### config.mk
export PLATFORM = sky130hd
export DESIGN_NAME = ps2_frame_receiver
export DESIGN_NICKNAME = d
export VERILOG_FILES = /design/src/rtl/ps2_pkg.sv /design/src/rtl/ps2_line_filter.sv /design/src/rtl/ps2_frame_receiver.sv
export SDC_FILE = /design/constraint.sdc
export NUM_CORES = 1
export LEC_CHECK = 0
export ABC_AREA = 0
export CAP_MARGIN = 20
export CORE_ASPECT_RATIO = 1.75
export CORE_MARGIN = 3
export CORE_UTILIZATION = 51
export CTS_BUF_LIST = sky130_fd_sc_hd__clkbuf_8
export DETAILED_ROUTE_END_ITERATION = 10
export PLACE_DENSITY_LB_ADDON = 0.08
export SLEW_MARGIN = 20
export SYNTH_ARGS = -nofsm -noshare
export SYNTH_HDL_FRONTEND = slang
export SYNTH_HIERARCHICAL = 1
export SYNTH_SLANG_ARGS = --single-unit
### constraint.sdc
create_clock -name clk -period 2.43 [get_ports clk]
set_clock_uncertainty 0.2 [all_clocks]
set_input_delay 0.486 -clock clk [delete_from_list [all_inputs] [get_ports clk]]
set_output_delay 0.486 -clock clk [all_outputs]
set_load 0.005 [all_outputs]
### src/rtl/ps2_pkg.sv
// Purpose: shared types and constants for the PS/2 receive path.
// Latency: n/a (declarations only).
// Backpressure: n/a; the PS/2 device cannot be stalled.
package ps2_pkg;

    typedef enum logic [1:0] {
        IDLE   = 2'd0,
        DATA   = 2'd1,
        PARITY = 2'd2,
        STOP   = 2'd3
    } ps2_state_t;

    localparam logic [7:0] PS2_PREFIX_EXT = 8'hE0;
    localparam logic [7:0] PS2_PREFIX_BRK = 8'hF0;
    localparam int         PS2_FRAME_BITS = 11;

    // PS/2 uses odd parity over the eight data bits plus the parity bit.
    function automatic logic odd_parity_ok(input logic [7:0] data, input logic par);
        return ^{data, par};
    endfunction

endpackage

### src/rtl/ps2_line_filter.sv
// Purpose: 2-FF synchroniser plus run-length glitch filter for one PS/2 pin.
// Latency: 2 + FILTER_LEN clk cycles from pin change to filtered output change.
// Backpressure: none; free-running on every clk.
//
// Ports:
//   clk   in  system clock
//   rst_n in  asynchronous active-low reset (filtered level resets to 1)
//   din   in  raw pin, asynchronous to clk
//   dout  out filtered, clk-synchronous level
module ps2_line_filter #(
    parameter int FILTER_LEN = 4
) (
    input  logic clk,
    input  logic rst_n,
    input  logic din,
    output logic dout
);

    localparam int CW = (FILTER_LEN > 1) ? $clog2(FILTER_LEN) : 1;
    localparam logic [CW-1:0] CNT_LAST = CW'(FILTER_LEN - 1);

    logic [1:0]    sync_q;
    logic [CW-1:0] cnt_q;

    always_ff @(posedge clk or negedge rst_n) begin
        if (!rst_n) begin
            sync_q <= 2'b11;
            cnt_q  <= '0;
            dout   <= 1'b1;
        end else begin
            sync_q <= {sync_q[0], din};
            // The output only moves after FILTER_LEN consecutive samples that
            // disagree with it; any agreeing sample restarts the run.
            if (sync_q[1] != dout) begin
                if (cnt_q == CNT_LAST) begin
                    dout  <= sync_q[1];
                    cnt_q <= '0;
                end else begin
                    cnt_q <= cnt_q + 1'b1;
                end
            end else begin
                cnt_q <= '0;
            end
        end
    end

endmodule

### src/rtl/ps2_frame_receiver.sv
// Purpose: PS/2 receive front end; de-glitches the pins, assembles and checks 11-bit frames.
// Latency: pin-to-strobe 2+FILTER_LEN+1 clk cycles (+1 for pin sampling phase).
// Backpressure: none; code_valid is a 1-cycle strobe the consumer must take when it fires.
//
// Ports:
//   clk, rst_n                   system clock, asynchronous active-low reset
//   Keyboard_clock, Keyboard_Data raw PS/2 pins (asynchronous)
//   code / code_valid            last accepted scan code and its 1-cycle strobe
//   is_break / is_extended       F0 / E0 prefix seen before code (prefix merge builds only)
//   frame_err                    1-cycle pulse on start, parity, stop or timeout error
//   busy                         high while a frame is being received
// Build option: define PS2_PREFIX_MERGE_EN to fold E0/F0 prefixes into the next code.
module ps2_frame_receiver
    import ps2_pkg::*;
#(
    parameter int FILTER_LEN  = 4,
    parameter int TIMEOUT_CYC = 50000
) (
    input  logic       clk,
    input  logic       rst_n,
    input  logic       Keyboard_clock,
    input  logic       Keyboard_Data,
    output logic [7:0] code,
    output logic       code_valid,
    output logic       is_break,
    output logic       is_extended,
    output logic       frame_err,
    output logic       busy
);

    localparam int TW = (TIMEOUT_CYC > 1) ? $clog2(TIMEOUT_CYC) : 1;
    localparam logic [TW-1:0] TMO_LAST = TW'(TIMEOUT_CYC - 1);

    logic filt_clk, filt_dat, filt_clk_prev, fall;

    ps2_line_filter #(.FILTER_LEN(FILTER_LEN)) u_clk_filter (
        .clk   (clk),
        .rst_n (rst_n),
        .din   (Keyboard_clock),
        .dout  (filt_clk)
    );

    ps2_line_filter #(.FILTER_LEN(FILTER_LEN)) u_dat_filter (
        .clk   (clk),
        .rst_n (rst_n),
        .din   (Keyboard_Data),
        .dout  (filt_dat)
    );

    always_ff @(posedge clk or negedge rst_n) begin
        if (!rst_n) filt_clk_prev <= 1'b1;
        else        filt_clk_prev <= filt_clk;
    end

    // Combinational so the FSM consumes the bit in the same cycle the fall appears.
    assign fall = filt_clk_prev & ~filt_clk;

    ps2_state_t    state_q, state_d;
    logic [2:0]    bitcnt_q, bitcnt_d;
    logic [7:0]    shift_q, shift_d;
    logic          par_q, par_d;
    logic [TW-1:0] tmo_q, tmo_d;
    logic          accept, err;

    always_ff @(posedge clk or negedge rst_n) begin
        if (!rst_n) begin
            state_q  <= IDLE;
            bitcnt_q <= '0;
            shift_q  <= '0;
            par_q    <= 1'b0;
            tmo_q    <= '0;
        end else begin
            state_q  <= state_d;
            bitcnt_q <= bitcnt_d;
            shift_q  <= shift_d;
            par_q    <= par_d;
            tmo_q    <= tmo_d;
        end
    end

    always_comb begin
        state_d  = state_q;
        bitcnt_d = bitcnt_q;
        shift_d  = shift_q;
        par_d    = par_q;
        tmo_d    = tmo_q;
        accept   = 1'b0;
        err      = 1'b0;

        if (state_q != IDLE) tmo_d = tmo_q + 1'b1;

        // A fall in the same cycle as the timeout wins: it proves the device is alive.
        if (fall) begin
            tmo_d = '0;
            unique case (state_q)
                IDLE: begin
                    if (!filt_dat) begin
                        state_d  = DATA;
                        bitcnt_d = '0;
                    end else begin
                        err = 1'b1;
                    end
                end
                DATA: begin
                    shift_d = {filt_dat, shift_q[7:1]};
                    if (bitcnt_q == 3'd7) state_d  = PARITY;
                    else                  bitcnt_d = bitcnt_q + 1'b1;
                end
                PARITY: begin
                    par_d   = filt_dat;
                    state_d = STOP;
                end
                STOP: begin
                    state_d = IDLE;
                    if (filt_dat && odd_parity_ok(shift_q, par_q)) accept = 1'b1;
                    else                                           err    = 1'b1;
                end
                default: state_d = IDLE;
            endcase
        end else if (state_q != IDLE && tmo_q == TMO_LAST) begin
            state_d = IDLE;
            tmo_d   = '0;
            err     = 1'b1;
        end
    end

    assign busy = (state_q != IDLE);

`ifdef PS2_PREFIX_MERGE_EN
    logic ext_pend, brk_pend;

    always_ff @(posedge clk or negedge rst_n) begin
        if (!rst_n) begin
            code        <= 8'h00;
            code_valid  <= 1'b0;
            frame_err   <= 1'b0;
            is_break    <= 1'b0;
            is_extended <= 1'b0;
            ext_pend    <= 1'b0;
            brk_pend    <= 1'b0;
        end else begin
            code_valid <= 1'b0;
            frame_err  <= 1'b0;
            if (err) begin
                frame_err <= 1'b1;
                ext_pend  <= 1'b0;
                brk_pend  <= 1'b0;
            end else if (accept) begin
                if (shift_q == PS2_PREFIX_EXT) begin
                    ext_pend <= 1'b1;
                end else if (shift_q == PS2_PREFIX_BRK) begin
                    brk_pend <= 1'b1;
                end else begin
                    code        <= shift_q;
                    is_extended <= ext_pend;
                    is_break    <= brk_pend;
                    code_valid  <= 1'b1;
                    ext_pend    <= 1'b0;
                    brk_pend    <= 1'b0;
                end
            end
        end
    end
`else
    always_ff @(posedge clk or negedge rst_n) begin
        if (!rst_n) begin
            code       <= 8'h00;
            code_valid <= 1'b0;
            frame_err  <= 1'b0;
        end else begin
            code_valid <= accept;
            frame_err  <= err;
            if (accept) code <= shift_q;
        end
    end

    assign is_break    = 1'b0;
    assign is_extended = 1'b0;
`endif

endmodule
==> results.cfg <==
[timing]
final.period_utilization_pct = 95.70
drv_slew = 0
timing.final.ws_setup_ps = 104.5
slew-limit-headroom_pct = 66.48
worstMarginPinSlew_ps = 502.8
rsz0062_at_grt = no
post-route-min-period_ps = 2326
finalSetupViolCount = 0
tns_ps = 0
max_freq_ghz = 0.4300
finalHoldViolCount = 0

[floorplanning]
fp.dieH_microns = 97.05
start_util_pct = 53.88
dieArea_sq_um = 5632
die_w_microns = 58.03
design.core.area_sq_um = 4484
pin_count = 17
row_count = 32

[final_layout]
multi_input_area_sq_um = 1092
antenna_cells = 0
final_util_pct = 62.33
fill_cells = 374
regArea_sq_um = 1285
nets = 242
syn_to_final_growth_pct = 15.69
drive_gt1_share_pct = 22.27

[synth]
yosysTopAreaCell = dfrtp_1
synth_top_area_share_pct = 45.57
synth_xor_area_share_pct = 7.768
syn_area_sq_um = 2416
synth.avg_cell_area_sq_um = 11.84
synth.distinct_cells = 39
ys.warnings.count = 6
ys_seq_elements = 51
yosysSeqAreaShare_pct = 53.18
yosys.area_share.adder_pct = 5.179
synth_top_family_by_area = simple AND/OR/NAND/NOR gates
synth_mux_area_share_pct = 9.322
synth-compound-area-share_pct = 6.577
synth_area_leaders = dfrtp_1 (46%), mux2_2 (9.3%), dfstp_2 (7.6%)
netlist_instances = 204
yosys.area_share.simple_pct = 15.54

[clock_tree]
clk_latency_ps = 310
clkSlewWorstSetupHoldPaths_ps = 90
clockBufferDepth = 2
cts_num_sinks = 51
cts_tree = built
cts-root-buf = clkbuf_8
cts_buffers = 5
htreeDepth = 2

[global_route]
grt_pass1_wl_microns = 7500
grt_pass1_vias = 1728
antenna_found_initial = 0
grt_overflow_total = 0
grtUsageMet1_pct = 16.17
track_usage_pct = 17.15
busiest_layer = met2
globalRouteMet2Util_pct = 32.93
grt_max_degree = 31
grtUsageMet3_pct = 2.926

[hold_path]
whs_path_depth = 0
worst_hold_startpoint = u_clk_filter/sync_q[0]
whs_endpoint = u_clk_filter/sync_q[1]
hold_class = reg -> reg

[routing]
totalWireLength_microns = 4527
drt-initial-drc-count = 66
vias = 1606
post_drt_wl_per_cell_microns = 16.17
vias_per_cell = 5.736
remaining_drc_errors = 0
postRouteAntennaNets = 0
drtPass1Iterations = 5

[critical_path]
crit_type = reg -> out
r2r_cells = 5
arrival_ps = 1640
start_kind = flop
r2r_slack_ps = 260
crit_path_cell_trace = inv_2, ha_4, inv_1, clkdlybuf4s50_1
reg2reg_from = shift_q[1]
cp_slowest_cell = clkdlybuf4s50_1
worstPathRequired_ps = 1740
crit_path_end_kind = primary output
r2r-end = code[5]
crit_fanout = 12
crit_family = buffers and inverters
max_stage_delay_ps = 520
crit_buf_inv = 3

[place]
detailed_place_hpwl_microns = 3382
port-buffer-count = 14
pre_cts_slack_ps = 165.1
gp_congestion = 0.8748

[power_and_ir_drop]
peakVddDrop_mv = 0.7957
power_mw = 2.795
power_leakage_nw = 1.303
power_density_nw_per_um2 = 1000

[job]
cap_violations = 0

[outcome]
status = finished clean
Yosys cell counts:
library cell / n
o31ai_1: 2
clkbuf_1: 2
a22o_1: 5
xnor2_2: 1
inv_1: 6
nor2_1: 18
buf_2: 2
xnor2_1: 10
o21ai_0: 2
nor3_1: 2
xor2_1: 7
nor4b_1: 1
o21a_1: 1
nand3_1: 6
nand4_4: 1
nor2b_1: 3
o2bb2ai_1: 2
conb_1: 1
a21oi_1: 3
buf_4: 2
nor3_2: 2
dfstp_2: 7
nand2_1: 16
nor3b_1: 1
a41o_1: 2
nor4_1: 2
or4_1: 3
a31oi_1: 1
mux2_2: 20
o211ai_1: 1
dfrtp_1: 44
a21boi_0: 1
nand4_1: 7
or3b_2: 1
xnor3_1: 1
ha_1: 10
nand2b_1: 4
and3_1: 3
a211o_1: 1
metal layers:
layer / wire length (microns) / vias up
met5: 0 / -
met4: 122 / 0
met3: 100 / 9
met2: 2687 / 26
met1: 1617 / 813
li1: - / 758
flip-flops by register name (all words and copies together) (netlist names), 3 cells and up:
| name | count |
|---|---|
| tmo_q | 16 |
| bitcnt_q | 3 |
| shift_q | 8 |
| code | 8 |
power by group:
part / total (mW) / switching [mW] / internal [mW]
Sequential: 1.19 / 0.159 / 1.03
Combinational: 0.996 / 0.506 / 0.490
Clock: 0.611 / 0.272 / 0.339
worst max path at each step:
| stage | startpoint | slack [ps] | depth (start not counted) | endpoint |
|---|---|---|---|---|
| after floorplan | state_q[0] | 400 | 8 | tmo_q[10] |
| after global placement | state_q[0] | 260 | 4 | busy |
| after detailed placement | state_q[0] | 170 | 4 | busy |
| after CTS | state_q[0] | 30 | 4 | busy |
| after global routing | state_q[0] | 30 | 4 | busy |
| final | state_q[0] | 100 | 4 | busy |
through the flow:
step                cells  hold slack, ps  instance area, sq um
detailed placement    269           147.8                  2636
floorplan             205          -9.591                  2420
global route          280           168.0                  2795
finish                280           159.6                  2795
CTS                   278           162.2                  2780
global placement      269           146.4                  2636
what timing repair did:
action                     4_1_cts  5_1_grt
resized for setup                2        2
hold endpoints to repair        17        0
setup endpoints to repair        1        1
cloned                           0        0
hold buffers                     1        0
buffers inserted                 0        2
cell families after synthesis:
kind of cell / after synthesis
simple gates: 70
flops: 51
compound gates: 21
mux: 20
xor+xnor: 19
buf+inv: 12
fa+ha+maj: 10
other cells: 1
cells in the final DEF (no fill, tap or decap), drive strengths merged, types with 4 or more instances in the layout:
cell / count
a22o: 5
clkbuf: 6
nand4: 8
inv: 7
nand2b: 4
xor2: 7
buf: 8
nor3: 4
mux2: 20
ha: 10
dfrtp: 44
nor2: 18
dfstp: 7
xnor2: 11
clkdlybuf4s50: 13
nand2: 16
nand3: 6
cell type report:
cell class | count | share of cell area [%]
clock inverters | 2 | 1.388
flip-flops and latches | 51 | 45.97
multi-input cells | 142 | 39.08
clock buffers | 6 | 2.954
repair buffers | 22 | 7.520
inverters | 6 | 0.8057
well taps | 51 | 2.283
Note: power is estimated with default switching activity, not from simulation.
